`config.mk`:
```
export PLATFORM = sky130hd
export DESIGN_NAME = sdram_pp_sched
export DESIGN_NICKNAME = d
export VERILOG_FILES = /design/src/rtl/sdram_sched_pkg.sv /design/src/rtl/sdram_rr_arb2.sv /design/src/rtl/sdram_pp_sched.sv
export SDC_FILE = /design/constraint.sdc
export NUM_CORES = 1
export LEC_CHECK = 0
export CORE_MARGIN = 2
export CORE_UTILIZATION = 53
export CTS_CLUSTER_DIAMETER = 40
export CTS_CLUSTER_SIZE = 30
export DETAILED_ROUTE_END_ITERATION = 10
export GPL_TIMING_DRIVEN = 0
export PLACE_DENSITY = 0.85
export SLEW_MARGIN = 20
export SYNTH_ARGS = -nofsm -noshare
export SYNTH_HDL_FRONTEND = slang
export SYNTH_SLANG_ARGS = --single-unit
```
`constraint.sdc`:
```
create_clock -name clk -period 3.3 [get_ports clk]
set_input_delay 0.33 -clock clk [delete_from_list [all_inputs] [get_ports clk]]
set_output_delay 0.33 -clock clk [all_outputs]
set_load 0.1 [all_outputs]
```
`src/rtl/sdram_sched_pkg.sv`:
```
// sdram_sched_pkg: shared encodings and default bank bases for the ping-pong SDRAM scheduler.
package sdram_sched_pkg;
   localparam logic [2:0] IDLE       = 3'd0;
   localparam logic [2:0] WR_ISSUE   = 3'd1;
   localparam logic [2:0] WR_RELEASE = 3'd2;
   localparam logic [2:0] RD_ISSUE   = 3'd3;
   localparam logic [2:0] RD_RELEASE = 3'd4;
   localparam logic GNT_WR = 1'b0;
   localparam logic GNT_RD = 1'b1;
   localparam logic [15:0] BANK0_BASE_DEF = 16'h0000;
   localparam logic [15:0] BANK1_BASE_DEF = 16'h8000;
endpackage

```
`src/rtl/sdram_rr_arb2.sv`:
```
// sdram_rr_arb2: two-way round-robin arbiter; ties go to the side opposite the last grant.
module sdram_rr_arb2
   import sdram_sched_pkg::*;
(
   input  logic clk,
   input  logic rst_n,
   input  logic en,
   input  logic req_wr,
   input  logic req_rd,
   output logic gnt,
   output logic valid
);
   logic last;
   always_comb begin
      valid = req_wr | req_rd;
      gnt = (req_wr & req_rd) ? ~last : req_rd;
   end
   always_ff @(posedge clk or negedge rst_n)
      if (!rst_n) last <= GNT_RD;
      else if (en && valid) last <= gnt;
endmodule

```
`src/rtl/sdram_pp_sched.sv`:
```
// sdram_pp_sched: ping-pong bank scheduler sharing one SDRAM sequencer between a writer and a reader.
module sdram_pp_sched
   import sdram_sched_pkg::*;
#(
   parameter int ADDR_W = 16,
   parameter logic [ADDR_W-1:0] BANK0_BASE = ADDR_W'(BANK0_BASE_DEF),
   parameter logic [ADDR_W-1:0] BANK1_BASE = ADDR_W'(BANK1_BASE_DEF),
   parameter logic [15:0] BLK_LEN = 16'd512,
   parameter logic [15:0] TIMEOUT = 16'd50000
) (
   input  logic              clk,
   input  logic              nRST,
   input  logic              wr_req,
   output logic              wr_ack,
   input  logic              rd_req,
   output logic              rd_ack,
   input  logic              flush,
   output logic              seq_wr,
   output logic              seq_rd,
   output logic [ADDR_W-1:0] addr_begin,
   output logic [ADDR_W-1:0] addr_end,
   input  logic              seq_done,
   output logic [1:0]        bank_full,
   output logic              cur_bank,
   output logic              wr_stall,
   output logic              err
);
   localparam logic [ADDR_W-1:0] END0 = ADDR_W'(BANK0_BASE + BLK_LEN - 1);
   localparam logic [ADDR_W-1:0] END1 = ADDR_W'(BANK1_BASE + BLK_LEN - 1);
   logic [2:0] state;
   logic [15:0] timer;
   logic wr_ptr, rd_ptr, gnt, gnt_v, sel, tmo;
   sdram_rr_arb2 u_arb (
      .clk    (clk),
      .rst_n  (nRST),
      .en     (state == IDLE && !flush),
      .req_wr (wr_req & ~bank_full[wr_ptr]),
      .req_rd (rd_req & bank_full[rd_ptr]),
      .gnt    (gnt),
      .valid  (gnt_v)
   );
   assign sel = gnt ? rd_ptr : wr_ptr;
   assign tmo = timer == TIMEOUT - 16'd1;
   always_ff @(posedge clk or negedge nRST)
      if (!nRST) begin
         state <= IDLE;
         timer <= '0;
         wr_ptr <= 1'b0;
         rd_ptr <= 1'b0;
         seq_wr <= 1'b0;
         seq_rd <= 1'b0;
         addr_begin <= '0;
         addr_end <= '0;
         wr_ack <= 1'b0;
         rd_ack <= 1'b0;
         bank_full <= 2'b00;
         cur_bank <= 1'b0;
         wr_stall <= 1'b0;
         err <= 1'b0;
      end else begin
         wr_ack <= 1'b0;
         rd_ack <= 1'b0;
         wr_stall <= wr_req & bank_full[wr_ptr];
         timer <= timer + 16'd1;
         // a stuck sequencer abandons the window without touching bank state
         if (state != IDLE && tmo) begin
            seq_wr <= 1'b0;
            seq_rd <= 1'b0;
            err <= 1'b1;
            state <= IDLE;
         end else
            case (state)
               IDLE:
                  if (flush) begin
                     bank_full <= 2'b00;
                     wr_ptr <= 1'b0;
                     rd_ptr <= 1'b0;
                  end else if (gnt_v) begin
                     addr_begin <= sel ? BANK1_BASE : BANK0_BASE;
                     addr_end <= sel ? END1 : END0;
                     cur_bank <= sel;
                     seq_wr <= gnt == GNT_WR;
                     seq_rd <= gnt == GNT_RD;
                     timer <= '0;
                     state <= gnt == GNT_RD ? RD_ISSUE : WR_ISSUE;
                  end
               WR_ISSUE:
                  if (seq_done) begin
                     seq_wr <= 1'b0;
                     bank_full[wr_ptr] <= 1'b1;
                     wr_ptr <= ~wr_ptr;
                     state <= WR_RELEASE;
                  end
               WR_RELEASE:
                  if (!seq_done) begin
                     wr_ack <= 1'b1;
                     state <= IDLE;
                  end
               RD_ISSUE:
                  if (seq_done) begin
                     seq_rd <= 1'b0;
                     bank_full[rd_ptr] <= 1'b0;
                     rd_ptr <= ~rd_ptr;
                     state <= RD_RELEASE;
                  end
               RD_RELEASE:
                  if (!seq_done) begin
                     rd_ack <= 1'b1;
                     state <= IDLE;
                  end
               default: state <= IDLE;
            endcase
      end
endmodule
```
Yosys cells after proc, flatten, opt, wreduce, memory -nomap -nowiden
Index checks and enable logic that the tools add are counted.
{"block": "op_classes", "n_addsub": 1, "order_cmp": 4, "n_eq_ne": 13, "mux": 47, "bitwise": 15, "n_reduce_logical": 21}
{"cell": "16-bit two-way mux", "n": 6}
{"cell": "1-bit two-way mux", "n": 23}
{"cell": "4-bit AND reduction", "n": 5}
{"cell": "3-bit two-way mux", "n": 6}
{"cell": "16-bit by 1-bit adder with 16-bit output (second input constant)", "n": 1}
{"cell": "16-bit equality test (second input constant)", "n": 1}
{"cell": "3-bit case mux with 4 select lines", "n": 1}
{"cell": "3-bit nonzero test", "n": 4}
{"cell": "5-bit AND reduction", "n": 2}
{"cell": "2-bit two-way mux", "n": 4}
{"cell": "1-bit case mux with 2 select lines", "n": 4}
{"cell": "1-bit inverter", "n": 7}
{"cell": "3-bit by 2-bit equality test with 1-bit output (second input constant)", "n": 2}
{"cell": "2-bit inequality test (second input constant)", "n": 3}
{"cell": "3-bit by 2-bit inequality test with 1-bit output (second input constant)", "n": 2}
{"cell": "3-bit inequality test (second input constant)", "n": 2}
{"cell": "2-bit case mux with 3 select lines", "n": 1}
{"cell": "1-bit logical AND", "n": 5}
{"cell": "1-bit AND", "n": 4}
{"cell": "1-bit by 2-bit less-than comparator with 1-bit output (second input constant)", "n": 2}
{"cell": "2-bit nonzero test", "n": 2}
{"cell": "3-bit by 1-bit equality test with 1-bit output (second input constant)", "n": 1}
{"cell": "3-bit equality test (second input constant)", "n": 1}
{"cell": "3-bit logical NOT", "n": 1}
{"cell": "other kinds (9)", "n": 11}
{"block": "word_totals", "register_bits": 63, "input_bits": 6, "output_inout_bits": 41, "elab_cells": 116}

Depth between registers and ports, before layout
{"block": "logic_depth", "word_depth": 11, "ltp_mapped": 5, "depth_no_buf": 5}

Modules after synthesis
Synthesis repeated with hierarchy kept, for this count alone.
{"block": "unflattened", "cells_unflattened": 205, "hier_area_um2": 1898.1}
{"mod": "sdram_pp_sched", "instances": 1, "cells_per_inst": 200, "area_each_um2": 1846.8, "seq_area_each_um2": 775.7}
{"mod": "sdram_rr_arb2", "instances": 1, "cells_per_inst": 5, "area_each_um2": 51.3, "seq_area_each_um2": 26.3}

Worst setup path after synthesis
Ideal clock, no wire load.
{"block": "synth_path", "kind": "register to register", "from": "register bank_full[1]", "to": "register addr_begin[15]", "setup_ps": 126, "t_arrival_ps": 2203, "t_required_ps": 3174, "setup_slack_ps": 972, "stages_incl_launch_ff": 5, "n_path_buf": 0, "period_less_slack_ps": 2328, "path_cell_list": "dfrtp_1 > mux2i_1 > a311o_1 > mux2_2 > mux2_2"}
{"block": "synth_between", "elab_chain_cells": 8, "word_cells_on_any_way": 13, "cone_classes": "mux (7); bitwise (5); reduce/logical (1)"}
{"item": "from (decl)", "line_no": "sdram_pp_sched.sv:23", "rtl": "output logic [1:0] bank_full,"}
{"item": "from (signal assigned)", "line_no": "sdram_pp_sched.sv:56", "rtl": "bank_full <= 2'b00;"}
{"item": "from (signal assigned)", "line_no": "sdram_pp_sched.sv:75", "rtl": "bank_full <= 2'b00;"}
{"item": "from (signal, indexed assignment)", "line_no": "sdram_pp_sched.sv:90", "rtl": "bank_full[wr_ptr] <= 1'b1;"}
{"item": "1-bit two-way mux (implied by the code) (2 in series)", "line_no": "sdram_pp_sched.sv:37", "rtl": ".req_wr (wr_req & ~bank_full[wr_ptr]),"}
{"item": "1-bit inverter", "line_no": "sdram_pp_sched.sv:37"}
{"item": "1-bit AND", "line_no": "sdram_pp_sched.sv:37"}
{"item": "1-bit AND", "line_no": "sdram_rr_arb2.sv:16", "rtl": "gnt = (req_wr & req_rd) ? ~last : req_rd;"}
{"item": "1-bit two-way mux", "line_no": "sdram_rr_arb2.sv:16"}
{"item": "1-bit two-way mux", "line_no": "sdram_pp_sched.sv:42", "rtl": "assign sel = gnt ? rd_ptr : wr_ptr;"}
{"item": "16-bit two-way mux", "line_no": "sdram_pp_sched.sv:79", "rtl": "addr_begin <= sel ? BANK1_BASE : BANK0_BASE;"}
{"item": "to (signal assigned)", "line_no": "sdram_pp_sched.sv:79"}
{"item": "to (decl)", "line_no": "sdram_pp_sched.sv:20", "rtl": "output logic [ADDR_W-1:0] addr_begin,"}
Several ways; a longest one is shown, not always the timed one. The select of a mux whose other input is x is not followed.
A chain may end at the register's enable or synchronous reset.

==> reports/results.ini <==
[timing]
skew_ns=0.01307
rsz0062_at_grt=no
finalSetupViolations=0
period_needed_ns=2.478
whs_ns=0.01195
fin_crit_sh_pct=75.08
tns_ns=0
postLayoutSetupSlackWorst_ns=0.8222
max-slew-margin-rel_pct=33.81
max_freq_mhz=403.6
final_max_slew_viol_count=0
hold_viol_final=0
worstMarginPinSlew_ns=0.9898

[power_and_ir_drop]
p_per_area_nw_per_um2=787.4
intPower_uw=880.1
pwr-share-clk_pct=13.1
power_frac_seq_pct=32.2
p_leak_nw=1.057
ir_drop_v=0.0003077
p_sw_uw=939.6
finalPower_mw=1.820
comb_power_share_pct=54.7
swShare_pct=51.63

[synth]
yosysWarningCount=0
synthCells=195
avgSynthCellArea_um2=9.599
ys_seq_area_share_pct=42.85
synth-seq-cells=32
synth-edff-count=0
syn_area_um2=1872
synth_cell_types=46
synth_flop_cell=dfrtp_1
async_flop_share_pct=100.0

[worst_setup_path]
rr_worst_depth=4
crit_fanout=10
slowest_delay_ns=1.13
crit_arrival_ns=2.15
worst-r2r-setup-slack_ns=1.32
worst_setup_path_end_kind=primary output
r2r-start=wr_ptr
critPathTopFamily=buffers and inverters
rr_endpoint=addr_begin[15]
critPathLaunchType=flip-flop
path_cells=buf_4 > clkdlybuf4s50_1
cp.required_ns=2.97
worst-path-buf-inv=2
crit_type=reg -> out
cpMaxStageDelayCell=clkdlybuf4s50_1

[grt]
grt_first_pass_wirelength_um=6368
track_usage_pct=20.59
grt_max_degree=33
grt_overflow=0
grt_antenna_before_repair=0
grt_pass1_vias=1416

[cells_and_area]
postLayoutCoreUtil_pct=68.71
fill_cells=290
final_cell_mix=buf_4 (31), dfrtp_1 (31), clkdlybuf4s50_1 (24)
drive_gt1_share_pct=20.56
diodes=0
fin_cells=294
multi_input_area_um2=865.8
design_area_um2=2311
regArea_um2=802.0
syn_to_final_growth_pct=23.46
final_nets=254

[die]
dieArea_um2=4023
fp-row-count=21
core_um2=3363
ios=47
die_y_um=63.43
die_w_um=63.43
initial_core_util_pct=55.65

[cts]
cts_resized=0
cts_htree_levels=2
cts_tree=built
clk_pin_slew_worst_paths_ns=0.11
clock_sinks=32
cts_root_buf=clkbuf_4
clock_latency_ns=0.35
cts_buffers=5
clockBufferDepth=2
hold_buffers=0
cts_setup_buffers=0

[route]
drc=0
detail-route-antenna-nets=0
vias=1482
avgViaCountPerCell=5.041
first_pass_iters=4
drt_iter0_drc=104
wire_per_inst_um=12.45
routed_wl_um=3660

[run_status]
status=completed

[hold_path]
hp-class=in -> async

[place]
port_buffers=25
placed_cells=286
routabilityCongestion=0.9227
post-place-ws_ns=0.8481
placed_cell_area_um2=2250
hpwl_um=2705

[run]
max_cap_violations=0

[worst max-delay path by stage]
stage                      start             end  slack (ns)  cells after the start
floorplan           bank_full[1]  addr_begin[15]        0.97                      4
global placement           flush       timer[13]        0.86                      5
detailed placement         flush        timer[7]        0.85                      5
CTS                  addr_end[8]     addr_end[5]        0.80                      2
global route         addr_end[8]     addr_end[5]        0.73                      2
finish               addr_end[8]     addr_end[5]        0.82                      2
[cell type report]
type                    instances  share of cell area, %
inverters                       8                  1.299
clock buffers                   6                  2.220
plain buffers                  35                  10.77
repair buffers                 25                  10.61
well taps                      46                  2.491
clock inverters                 2                 0.4331
flip-flops and latches         32                  34.70
multi-input cells             140                  37.47
[power groups by stage]
stage	logic [mW]	registers [mW]	clock network [mW]
5_1_grt	1.06	0.602	0.262
6_report	0.995	0.586	0.239
4_1_cts	0.998	0.586	0.242
3_3_place_gp	0.979	0.589	0
2_1_floorplan	0.569	0.812	0
3_5_place_dp	0.992	0.595	0
[state kept, by name, indices dropped and copies added, names as in the netlist]
name        cells
addr_begin      1
addr_end        1
bank_full       2
err             1
rd_ack          1
rd_ptr          1
seq_rd          1
seq_wr          1
state           3
timer          16
u_arb.last      1
wr_ack          1
wr_ptr          1
wr_stall        1
[routing by layer]
metal | GRT usage, % | part of all wire (%) | vias to the layer above
met4 | 6.793 | 1.4 | 0
met1 | 24.68 | 43 | 707
li1 | - | - | 736
met5 | 0 | 0 | -
met3 | 7.857 | 5.2 | 6
met2 | 33.95 | 50 | 33
[cells by family (layout without fill, tap and decap cells)]
| kind of cell | after synthesis | count (layout) | synth area share [%] |
|---|---|---|---|
| simple gates | 70 | 70 | 20.99 |
| buf+inv | 43 | 76 | 14.91 |
| flops | 32 | 32 | 42.85 |
| compound gates | 29 | 29 | 10.96 |
| xor+xnor | 14 | 14 | 6.551 |
| mux | 5 | 5 | 2.874 |
| fa+ha+maj | 1 | 1 | 0.6683 |
| other cells | 1 | 21 | 0.2003 |
[Yosys cell counts, types with 2 or more instances]
master,count,area (um^2)
or3_1,2,12.51
a32oi_1,2,17.52
inv_1,8,30.03
buf_4,31,232.7
xor2_1,2,17.52
mux2i_1,2,20.02
mux2_2,3,33.78
clkbuf_1,3,11.26
nor4bb_1,2,20.02
a31oi_1,2,12.51
xnor2_1,12,105.1
nand3_1,5,25.02
o21ai_0,5,25.02
dfrtp_1,31,775.7
nor2b_1,4,25.02
a21oi_1,5,25.02
nand2_1,5,18.77
a22oi_1,2,15.01
or4_1,2,15.01
a21o_1,2,15.01
and3_1,3,18.77
o211ai_1,3,22.52
nor2_1,22,82.58
nand4_1,4,25.02
nor3_1,7,35.03
or2_2,3,18.77
nor4b_1,2,17.52
nor4_1,3,18.77
No activity file was read; power rests on OpenSTA's default activity.
